`config.mk`:
```
export PLATFORM = sky130hd
export DESIGN_NAME = host_rd_arbiter
export DESIGN_NICKNAME = d
export VERILOG_FILES = /design/src/rtl/host_rd_arbiter.sv
export SDC_FILE = /design/constraint.sdc
export NUM_CORES = 1
export LEC_CHECK = 0
export BUFFER_PORTS_ARGS = -buffer_cell sky130_fd_sc_hd__buf_2
export CORE_AREA = 2 2 496 498
export DETAILED_ROUTE_END_ITERATION = 7
export DIE_AREA = 0 0 498 500
export SYNTH_ARGS = -nofsm -noshare
export SYNTH_HDL_FRONTEND = slang
export SYNTH_SLANG_ARGS = --single-unit
```
`constraint.sdc`:
```
create_clock -name pClk -period 4.6 [get_ports pClk]
set_input_delay 0.46 -clock pClk [delete_from_list [all_inputs] [get_ports pClk]]
set_output_delay 0.46 -clock pClk [all_outputs]
set_load 0.005 [all_outputs]
```
`src/rtl/host_rd_arbiter.sv`:
```
// Round-robin arbiter sharing one Avalon-MM host-read port among NUM_REQ requesters,
// with an in-order tracking FIFO that steers response beats. Optional: HOST_RD_ARB_STATS_EN.
module host_rd_arbiter #(
  parameter int NUM_REQ   = 2,
  parameter int ADDR_W    = 48,
  parameter int DATA_W    = 512,
  parameter int BURST_W   = 3,
  parameter int TAG_DEPTH = 16
) (
  input  logic                       pClk,
  input  logic                       reset,
  input  logic [NUM_REQ-1:0]         req_read,
  input  logic [NUM_REQ*ADDR_W-1:0]  req_address,
  input  logic [NUM_REQ*BURST_W-1:0] req_burstcount,
  output logic [NUM_REQ-1:0]         req_waitrequest,
  output logic [NUM_REQ-1:0]         req_readdatavalid,
  output logic [DATA_W-1:0]          req_readdata,
  output logic                       host_read_read,
  output logic [ADDR_W-1:0]          host_read_address,
  output logic [BURST_W-1:0]         host_read_burstcount,
  input  logic                       host_read_waitrequest,
  input  logic                       host_read_readdatavalid,
  input  logic [DATA_W-1:0]          host_read_readdata,
  output logic                       err_unexpected_rsp,
  output logic                       err_bad_burst,
  output logic [NUM_REQ*32-1:0]      stat_grant_cnt,
  output logic [1:0]                 dbg_state
);

  localparam int IDX_W = $clog2(NUM_REQ);
  localparam int PTR_W = $clog2(TAG_DEPTH);
  localparam int CNT_W = PTR_W + 1;

  // Handshake: a command transfers on a cycle where read=1 and waitrequest=0;
  // the requester holds read/address/burstcount stable until that cycle.
  typedef enum logic [1:0] {
    ST_IDLE  = 2'd0,
    ST_GRANT = 2'd1
  } state_t;

  state_t               r_state;
  logic [IDX_W-1:0]     r_grant;
  logic [IDX_W-1:0]     r_ptr;
  logic                 r_hr_read;
  logic [ADDR_W-1:0]    r_hr_addr;
  logic [BURST_W-1:0]   r_hr_burst;
  logic [IDX_W-1:0]     r_fifo_id  [TAG_DEPTH];
  logic [BURST_W-1:0]   r_fifo_len [TAG_DEPTH];
  logic [PTR_W-1:0]     r_wr_ptr;
  logic [PTR_W-1:0]     r_rd_ptr;
  logic [CNT_W-1:0]     r_count;
  logic [BURST_W-1:0]   r_beat;
  logic                 r_err_unexp;
  logic                 r_err_bad;

  logic                 w_accept;
  logic                 w_not_full;
  logic                 w_fifo_empty;
  logic                 w_beat;
  logic                 w_pop;
  logic                 w_bad;
  logic [BURST_W-1:0]   w_store_len;
  logic [IDX_W-1:0]     w_head_id;
  logic [BURST_W-1:0]   w_head_len;
  logic                 w_found;
  logic [IDX_W-1:0]     w_winner;
  logic [NUM_REQ-1:0]   w_wait;
  logic [NUM_REQ-1:0]   w_rdv;

  assign w_accept     = (r_state == ST_GRANT) && !host_read_waitrequest;
  assign w_not_full   = r_count < CNT_W'(TAG_DEPTH);
  assign w_fifo_empty = (r_count == '0);
  assign w_beat       = host_read_readdatavalid && !w_fifo_empty;
  assign w_head_id    = r_fifo_id[r_rd_ptr];
  assign w_head_len   = r_fifo_len[r_rd_ptr];
  assign w_pop        = w_beat && ((r_beat + BURST_W'(1)) == w_head_len);
  assign w_bad        = (r_hr_burst == '0) || (r_hr_burst > BURST_W'(4));
  // A zero-length burst still occupies one beat so the entry can drain.
  assign w_store_len  = (r_hr_burst == '0) ? BURST_W'(1) : r_hr_burst;

  always_comb begin
    w_found  = 1'b0;
    w_winner = '0;
    for (int k = 1; k <= NUM_REQ; k++) begin
      if (!w_found && req_read[IDX_W'((int'(r_ptr) + k) % NUM_REQ)]) begin
        w_found  = 1'b1;
        w_winner = IDX_W'((int'(r_ptr) + k) % NUM_REQ);
      end
    end
  end

  always_comb begin
    w_wait = '1;
    if (r_state == ST_GRANT) w_wait[r_grant] = host_read_waitrequest;
  end

  always_comb begin
    w_rdv = '0;
    if (w_beat) w_rdv[w_head_id] = 1'b1;
  end

  always_ff @(posedge pClk or posedge reset) begin
    if (reset) begin
      r_state    <= ST_IDLE;
      r_grant    <= '0;
      r_ptr      <= IDX_W'(NUM_REQ - 1);
      r_hr_read  <= 1'b0;
      r_hr_addr  <= '0;
      r_hr_burst <= '0;
    end else begin
      case (r_state)
        ST_IDLE: begin
          if (w_found && w_not_full) begin
            r_grant    <= w_winner;
            r_hr_read  <= 1'b1;
            r_hr_addr  <= req_address[int'(w_winner)*ADDR_W +: ADDR_W];
            r_hr_burst <= req_burstcount[int'(w_winner)*BURST_W +: BURST_W];
            r_state    <= ST_GRANT;
          end
        end
        ST_GRANT: begin
          if (w_accept) begin
            r_ptr     <= r_grant;
            r_hr_read <= 1'b0;
            r_state   <= ST_IDLE;
          end else if (!req_read[r_grant]) begin
            r_hr_read <= 1'b0;
            r_state   <= ST_IDLE;
          end
        end
        default: begin
          r_hr_read <= 1'b0;
          r_state   <= ST_IDLE;
        end
      endcase
    end
  end

  always_ff @(posedge pClk) begin
    if (w_accept) begin
      r_fifo_id[r_wr_ptr]  <= r_grant;
      r_fifo_len[r_wr_ptr] <= w_store_len;
    end
  end

  always_ff @(posedge pClk or posedge reset) begin
    if (reset) begin
      r_wr_ptr    <= '0;
      r_rd_ptr    <= '0;
      r_count     <= '0;
      r_beat      <= '0;
      r_err_unexp <= 1'b0;
      r_err_bad   <= 1'b0;
    end else begin
      if (w_accept) r_wr_ptr <= r_wr_ptr + PTR_W'(1);
      if (w_pop)    r_rd_ptr <= r_rd_ptr + PTR_W'(1);
      case ({w_accept, w_pop})
        2'b10:   r_count <= r_count + CNT_W'(1);
        2'b01:   r_count <= r_count - CNT_W'(1);
        default: r_count <= r_count;
      endcase
      if (w_beat) r_beat <= w_pop ? '0 : r_beat + BURST_W'(1);
      if (host_read_readdatavalid && w_fifo_empty) r_err_unexp <= 1'b1;
      if (w_accept && w_bad) r_err_bad <= 1'b1;
    end
  end

`ifdef HOST_RD_ARB_STATS_EN
  logic [31:0] r_stat [NUM_REQ];

  always_ff @(posedge pClk or posedge reset) begin
    if (reset) begin
      for (int i = 0; i < NUM_REQ; i++) r_stat[i] <= '0;
    end else if (w_accept) begin
      r_stat[r_grant] <= r_stat[r_grant] + 32'd1;
    end
  end

  for (genvar gi = 0; gi < NUM_REQ; gi++) begin : g_stat
    assign stat_grant_cnt[gi*32 +: 32] = r_stat[gi];
  end
`else
  assign stat_grant_cnt = '0;
`endif

  assign req_waitrequest      = w_wait;
  assign req_readdatavalid    = w_rdv;
  assign req_readdata         = host_read_readdata;
  assign host_read_read       = r_hr_read;
  assign host_read_address    = r_hr_addr;
  assign host_read_burstcount = r_hr_burst;
  assign err_unexpected_rsp   = r_err_unexp;
  assign err_bad_burst        = r_err_bad;
  assign dbg_state            = r_state;

endmodule

```
==> results.toml, run 1 <==
[route]
vias_per_cell = 1.381
wl_per_cell_um = 32.19
postRouteWirelength_um = 126400
vias = 5422
drt_iter0_markers = 285
dr.pass1.iters = 4
drtAntennaViolNets = 0
drc = 0

[critical_path]
crit_family = "compound AO/OA/AOI/OAI gates"
path_class = "register to register"
reg2reg_slack_ps = 710
cp-end-kind = "register"
critPathArrivalTime_ps = 4210
timing.rr.end = "r_count[4]"
cp_num_buf_inv = 1
start_kind = "register"
crit_chain = "buf_4 > mux4_2 > xor2_1 > o211a_1 > o21ai_2 > nor2_4 > ha_1 > fa_1 > a21o_1 > a21oi_1 > xor2_1 > nor2_1 > xor2_1"
r2r_cells = 13
cp.required_ps = 4920
slowest_stage = "dfrtp_1"
crit_path_max_incr_delay_ps = 740
r2r-start = "r_rd_ptr[0]"
critPathMaxFanout = 13
cpMostUsedCell = "xor2_1"

[logic_synthesis]
syn_area_per_cell_um2 = 9.998
synth-main-ff-cell = "dfrtp_1"
yosysWarnings = 0
synth_common_cells = "buf_4 (579), nor2_1 (73), dfrtp_1 (71)"
synth_area_leaders = "buf_4 (42%), edfxtp_1 (18%), dfrtp_1 (17%)"
synth-async-reset-ratio_pct = 52.94
synth_top_area_share_pct = 41.81
yosysTopAreaCell = "buf_4"
synth_edf_count = 64
yosysSeqAreaShare_pct = 35.82
synthesis.area_um2 = 10400
synthCells = 1040
post-synth-top-count-cell = "buf_4"
synth_seq_cells = 136
synth_cell_types = 43

[final_layout]
fin_cells = 3927
syn_to_final_growth_pct = 12.76
nets = 1324
drive_gt1_share_pct = 32.34

[floorplanning]
die_area_um2 = 249000
fp.dieH_um = 500
ioPinCount = 1256
rows = 182
core_um2 = 244300
start_util_pct = 4.255
dieWidth_um = 498

[sta]
fin_crit_ps = 3887
setup_tns_ps = 0
tightestPinTransition_ps = 1089
finClkSkew_ps = 14.64
period_share_pct = 84.50
fin_ws_ps = 712.8
setup_viol = 0
rsz0062_at_grt = "no"
fmax_mhz = 257.3
finalHoldViolations = 0
slew_headroom_pct = 27.12
maxSlewViolCount = 0

[clocking]
numCtsBuffers = 17
clock-sinks = 136
root_buffer = "clkbuf_16"
cts_tree = "built"
h-tree-depth = 4
clock_path_buffers = 2
cts_setup_buffers = 0
post_cts_resized = 0
clk-insertion-delay-late_ps = 440
clk_transition_reported_paths_ps = 70
cts-hold-fix-buffers = 0

[global_route]
track_usage_pct = 9.739
grt_pass1_vias = 5403
antenna_found_initial = 5
grt_pass1_wl_um = 138200
grt-ovfl-total = 0
grt_max_degree = 106

[pwr]
power_density_nw_per_um2 = 499.5
leakagePower_nw = 3.456
max-vdd-ir-drop_v = 0.0002127
power_mw = 5.856

[min_path]
hp-class = "input pin to async pin"

[status]
status = "complete, no violations"

[place]
dp.cells = 3893
portBuffers = 166
dp_hpwl_um = 119900
place_congestion = 0.7336
place_ws_ps = 696.6

[run]
drv_cap = 0
flip-flops by register name, indices dropped and copies added, names as in the netlist:
register,flops
host_read_address,48
dbg_state,1
r_fifo_id,16
r_grant,1
r_count,5
err_bad_burst,1
err_unexpected_rsp,1
r_beat,3
r_wr_ptr,4
host_read_burstcount,3
r_fifo_len,48
r_ptr,1
r_rd_ptr,4
metal layers:
layer	global-route usage, %	up-vias	wire (um)
li1	-	2069	-
met1	3.271	2241	15280
met2	14.09	887	52430
met3	18.95	217	52270
met4	4.393	8	5896
met5	1.582	-	552
worst max-delay path by stage:
stage | cells after the start | from | slack, ps | end
6_report | 13 | r_rd_ptr[0] | 710 | r_count[4]
3_3_place_gp | 12 | r_rd_ptr[0] | 750 | r_count[4]
5_1_grt | 13 | r_rd_ptr[0] | 530 | r_count[4]
2_1_floorplan | 14 | r_rd_ptr[2] | 1260 | r_count[4]
3_5_place_dp | 13 | r_rd_ptr[0] | 700 | r_count[4]
4_1_cts | 13 | r_rd_ptr[0] | 680 | r_count[4]
cells by family after synthesis:
| logic type | after synthesis | synth area share [%] |
|---|---|---|
| buffers and inverters | 611 | 43.07 |
| DFF | 136 | 35.82 |
| and+or+nand+nor | 117 | 4.874 |
| muxes | 80 | 9.759 |
| AOI/OAI and AO/OA | 69 | 3.670 |
| xor gates and xnor gates | 14 | 1.252 |
| adders and majority gates | 12 | 1.516 |
| other | 1 | 0.03607 |
layout by cell type (no fill, tap or decap), drive strengths merged, types with 2 or more instances in the layout:
cell type / synthesis / routed
mux2: 3 / 3
mux4: 15 / 15
clkinv: 0 / 2
nand4: 2 / 2
buf: 589 / 174
mux2i: 62 / 62
nor2b: 5 / 5
nor2: 74 / 74
diode: 0 / 2
clkbuf: 16 / 20
a21o: 3 / 3
nand2b: 3 / 3
o21ai: 6 / 6
dfrtp: 71 / 71
edfxtp: 64 / 64
conb: 1 / 65
a31o: 2 / 2
nand3: 2 / 2
nand2: 18 / 18
a21oi: 54 / 54
clkinvlp: 0 / 3
nor3: 7 / 7
ha: 11 / 11
inv: 6 / 11
xnor2: 6 / 6
bufinv: 0 / 2
xor2: 8 / 8
or2: 2 / 2
metrics by stage:
stage	cell area [um^2]	hold slack [ps]	util [%]
final	11720	166.2	4.798
after global routing	11720	210.1	4.797
after CTS	11720	182.8	4.796
after detailed placement	11130	452.5	4.555
after global placement	11130	444.5	4.555
after floorplan	10640	446.8	-
worst register-to-register path: stages, from the launching register on:
cell     delay [ps]
dfrtp_1         740
buf_4           290
mux4_2          550
xor2_1          170
o211a_1         140
o21ai_2         290
nor2_4           80
ha_1            290
fa_1            440
a21o_1          210
a21oi_1         190
xor2_1          170
nor2_1           60
xor2_1          150
power by group:
| group | internal, mW | switching [mW] | total [mW] |
|---|---|---|---|
| registers | 1.69 | 0.321 | 2.01 |
| logic | 0.787 | 1.62 | 2.41 |
| clock network | 0.823 | 0.609 | 1.43 |
| total | 3.30 | 2.55 | 5.86 |
cell type report:
type                       instances  area, um^2
clock buffer                      20       446.7
timing repair buffer             174       903.4
clock inverter                    12       142.6
sequential                       136        3725
tap                             3220        4029
multi-input combinational        357        2447
fill                           28830      232600
inverter                           6       25.02
antenna                            2       5.005
Power figures use the tool's default switching activity.
==> inputs of run 2 (changes only) <==
CORE_AREA = 2 2 489 491   (was 2 2 496 498)
DIE_AREA = 0 0 491 493   (was 0 0 498 500)
clock period = 3.15 ns   (was 4.6 ns; I/O delays follow)
==> run 2 against run 1 <==
Against the previous run: the run now ends with setup timing left; setup slack lost 760 ps; wire length up 1.6%; clock-buffer cell count is 1 lower; core utilization rose by 0.23 points; maximum frequency up 22%; sequential power increased by 43%; register-to-register slack got worse by 760 ps; worst hold slack lost 60 ps; sequential share of layout area decreased by 0.50 points; total power up 51%; critical path depth unchanged; global-route usage is 0.41 points higher; largest power group unchanged.
==> results.toml, run 2 (synthesis gave the netlist of run 1 again) <==
[pwr]
internal_power_mw = 5.021
max-vdd-ir-drop_v = 0.0003153
switching_share_pct = 43.41
power_density_nw_per_um2 = 744.3
pwr-share-seq_pct = 32.4
clock_power_share_pct = 23.7
combPwrFrac_pct = 43.9
p_sw_mw = 3.851
leakagePower_nw = 3.580

[critical_path]
cp_num_buf_inv = 1
start_kind = "register"
cp-end-kind = "register"
critPathMaxFanout = 5
crit_chain = "buf_12 > mux4_2 > mux4_2 > xnor2_2 > o21ai_2 > nor2_4 > ha_4 > fa_2 > a21o_1 > a21oi_2 > xor2_1 > nor2_1 > xor2_1"
crit_path_max_incr_delay_ps = 510
crit_family = "multiplexers"
slowest_stage = "mux4_2"
critPathArrivalTime_ps = 3530
path_class = "register to register"
cp.required_ps = 3490

[status]
status = "finished with violations"
failed_checks = "setup timing"

[sta]
maxSlewViolCount = 0
setup_tns_ps = -45.27
fin_crit_ps = 3195
fmax_mhz = 313.0
finalHoldViolations = 0
finClkSkew_ps = 16.54
period_share_pct = 101.4
hold_slack_ps = 105.8
setup_viol = 1
slew_headroom_pct = 30.42
rsz0062_at_grt = "yes"
tightestPinTransition_ps = 1042
fin_ws_ps = -45.27

[clocking]
clk-insertion-delay-late_ps = 450
clk_transition_reported_paths_ps = 80
h-tree-depth = 4
clock-sinks = 136
root_buffer = "clkbuf_16"
cts-hold-fix-buffers = 0
numCtsBuffers = 17
clock_path_buffers = 2
cts_tree = "built"

[global_route]
grt_max_degree = 106
track_usage_pct = 10.15
antenna_found_initial = 8
grt-ovfl-total = 0
grt_pass1_vias = 5549
grt_pass1_wl_um = 140100

[place]
dp_hpwl_um = 121500
place_congestion = 0.7554
portBuffers = 166
dp.cells = 3855

[floorplanning]
dieWidth_um = 491
die_area_um2 = 242100
ioPinCount = 1256
rows = 179
core_um2 = 237000
start_util_pct = 4.388
fp.dieH_um = 493

[final_layout]
fill_cells = 28084
fin_cells = 3894
drive_gt1_share_pct = 36.36
syn_to_final_growth_pct = 14.65
layout_common_cells = "buf_2 (165), nor2_1 (72), dfrtp_1 (69)"
final_common_cell = "buf_2"
nets = 1345
finalCoreUtilization_pct = 5.031

[run]
drv_cap = 0

[route]
wl_per_cell_um = 32.99
vias_per_cell = 1.461
drc = 0
drt_iter0_markers = 584
postRouteWirelength_um = 128500
vias = 5689
drtAntennaViolNets = 0
dr.pass1.iters = 5

[min_path]
hp-class = "input pin to async pin"
==> run 2: changes by cell type in the layout (fill, tap and decap cells not counted), moves of 3 or more <==
| cell | before | now |
|---|---|---|
| clkbuf_16 | 17 | 20 |
| buf_4 | 7 | 25 |
| mux4_2 | 9 | 13 |
| mux4_1 | 6 | 2 |
| inv_8 | 1 | 5 |
==> run 2: power groups by stage <==
stage                     logic [mW]  clock network [mW]  registers (mW)
after CTS                       4.21                2.18            2.86
final                           3.89                2.11            2.87
after floorplan                 2.32                   0            2.80
after detailed placement        4.18                   0            2.89
after global routing            4.30                2.25            2.93
after global placement          4.12                   0            2.86
==> run 2: path summary, 6_finish.rpt <==
kind	startpoint	to	slack [ps]	cells after the start
max in group asynchronous	reset	host_read_address[2]	2170	3
min	reset	host_read_address[24]	110	2
max reg2reg	r_rd_ptr[0]	r_count[4]	-50	13
min reg2reg	err_unexpected_rsp	err_unexpected_rsp	480	1
min in group pClk	host_read_readdatavalid	err_unexpected_rsp	110	2
max	r_rd_ptr[0]	r_count[4]	-50	13
==> run 2: routing by layer <==
metal | wire length, um | GRT usage (%) | share of wire (%) | vias up
li1 | - | - | - | 2102
met1 | 15980 | 3.610 | 12 | 2404
met2 | 54310 | 15.10 | 42 | 935
met3 | 53130 | 19.71 | 41 | 238
met4 | 4467 | 3.191 | 3.5 | 10
met5 | 586 | 1.918 | 0.46 | -
==> run 2: cell type report <==
| class | instances | area [um^2] | share of cell area [%] |
|---|---|---|---|
| repair buffers | 195 | 1106 | 9.279 |
| inverters | 6 | 25.02 | 0.2099 |
| clock inverters | 13 | 140.1 | 1.176 |
| flip-flops and latches | 136 | 3727 | 31.27 |
| diodes | 1 | 2.502 | 0.02099 |
| multi-input cells | 357 | 2481 | 20.81 |
| clock buffers | 19 | 475.5 | 3.989 |
| well taps | 3167 | 3963 | 33.24 |
==> run 2: through the flow <==
step,cell area [um^2],power (mW),setup WS (ps)
final,11920,8.872,-45.27
after global routing,11920,9.480,-137.5
after CTS,11850,9.255,-65.96
after detailed placement,11220,7.070,-65.09
after global placement,11220,6.986,-55.76
after floorplan,10660,5.119,6.998
==> run 2: what timing repair did <==
action / CTS / global route
resized for setup: 1 / 7
cloned: 0 / 1
setup buffers: 2 / 3
pin swaps: 0 / 7
endpoints found under the setup margin: 2 / 2
==> inputs of run 3 (changes only) <==
SETUP_SLACK_MARGIN = 0.02   (was default)
SKIP_LAST_GASP = 1   (was default)
==> run 3 against run 2 <==
Against the previous run: the flow finishes with violations (hold timing, setup timing); sequential share of layout area is 0.13 points higher; flip-flop and latch count stayed put; total power is 2.0% lower; global-route usage hardly changed; cell area is 0.42% lower; clock power is 9% lower; setup slack better by 21 ps; die area stayed put; critical endpoint is now r_count[3]; largest cell class unchanged.
==> results.toml, run 3 (synthesis gave the netlist of run 1 again) <==
[clocking]
cts-hold-fix-buffers = 0
cts_tree = "built"
numCtsBuffers = 17
root_buffer = "clkbuf_16"
clk_transition_reported_paths_ps = 70
clock_path_buffers = 2
clk-insertion-delay-late_ps = 450
clock-sinks = 136
h-tree-depth = 4

[floorplanning]
dieWidth_um = 491
fp.dieH_um = 493
rows = 179
ioPinCount = 1256
core_um2 = 237000
start_util_pct = 4.388
die_area_um2 = 242100

[sta]
fin_ws_ps = -24.22
fmax_mhz = 315.0
finalHoldViolations = 23
hold_slack_ps = -21.15
setup_viol = 2
maxSlewViolCount = 0
finClkSkew_ps = 14.01
slew_headroom_pct = 36.37
tightestPinTransition_ps = 952.5
period_share_pct = 100.8
fin_crit_ps = 3174
rsz0062_at_grt = "yes"

[final_layout]
syn_to_final_growth_pct = 14.16
multi_input_area_um2 = 2482
layout_common_cells = "buf_2 (166), nor2_1 (73), dfrtp_1 (69)"
nets = 1350
seq_area_um2 = 3727
final_common_cell = "buf_2"
diodes = 0
fin_cells = 3898
fill_cells = 28083
drive_gt1_share_pct = 36.80

[status]
failed_checks = "hold timing, setup timing"
status = "finished with violations"

[min_path]
hp-class = "input pin to async pin"

[critical_path]
start_kind = "register"
critPathArrivalTime_ps = 3510
cp-end-kind = "register"
path_class = "register to register"
critPathMaxFanout = 7
cp.required_ps = 3490

[pwr]
max-vdd-ir-drop_v = 0.0003388
leakagePower_nw = 3.561
power_density_nw_per_um2 = 732.5

[route]
drc = 0
drt_iter0_markers = 490
wl_per_cell_um = 32.90
postRouteWirelength_um = 128200
vias_per_cell = 1.469
vias = 5728
drtAntennaViolNets = 0
dr.pass1.iters = 5

[place]
portBuffers = 166
dp.cells = 3862
place_congestion = 0.7526
dp_hpwl_um = 121800

[global_route]
grt_max_degree = 63
grt_pass1_vias = 5497
grt-ovfl-total = 0
grt_pass1_wl_um = 140100
track_usage_pct = 10.14
antenna_found_initial = 7

[run]
drv_cap = 0
## run 3: cell count changes in the layout (fill, tap and decap cells not counted), moves of 3 or more
cell	change
buf_4	+5
clkbuf_16	-3
clkbuf_8	+3
inv_8	-4
## run 3: cell type report
type,count,share of cell area (%)
Tap cell,3167,33.38
Sequential cell,136,31.40
Multi-Input combinational cell,357,20.91
Timing Repair Buffer,200,9.423
Clock buffer,21,3.963
Clock inverter,11,0.7062
Inverter,6,0.2108
## run 3: what timing repair did
item                                    CTS  global route
pin swaps                                 6             8
endpoints found under the setup margin    2             2
buffers inserted                          1             3
resized for setup                         3             6
## run 3: final timing paths
path / slack [ps] / endpoint / cells after the start / from
worst min-delay path: -20 / r_wr_ptr[1] / 2 / reset
worst max register to register: -20 / r_count[3] / 13 / r_rd_ptr[0]
worst max-delay path: -20 / r_count[3] / 13 / r_rd_ptr[0]
min in group pClk: 110 / err_unexpected_rsp / 2 / host_read_readdatavalid
worst min register to register: 450 / err_unexpected_rsp / 1 / err_unexpected_rsp
max in group asynchronous: 2400 / host_read_address[32] / 3 / reset
## run 3: worst max-delay path, cell delays in order, from the launching register on
cell and delay, ps:
dfrtp_1 400, buf_12 140, mux4_2 500, mux4_2 520
xnor2_2 190, o21ai_2 100, nor2_4 150, ha_4 190
buf_6 120, ha_4 190, a21o_1 170, a21oi_2 140
xor2_1 170, o21ai_1 90
## run 3: power breakdown
part	switching (mW)	leakage, nW	internal, mW
logic	2.55	1.91	1.40
clock network	0.837	0.273	1.08
registers	0.350	1.38	2.48
## run 3: through the flow
step / total power, mW / util (%) / setup TNS, ps / worst slack (ps) / cell area, um^2
after floorplan: 5.119 / - / 0 / 6.998 / 10660
after global placement: 7.024 / 4.751 / -126.9 / -105.4 / 11260
after detailed placement: 7.108 / 4.751 / -175.6 / -141.5 / 11260
after CTS: 9.109 / 4.992 / -1.728 / -1.728 / 11830
after global routing: 9.273 / 5.009 / -233.1 / -129.4 / 11870
final: 8.695 / 5.009 / -43.33 / -24.22 / 11870
## run 3: routing by layer
metal	track usage (%)	up-vias	routed length, um
li1	-	2112	-
met5	2.231	-	585
met3	19.54	250	52830
met4	2.967	10	3752
met1	3.680	2392	16110
met2	15.17	964	54950
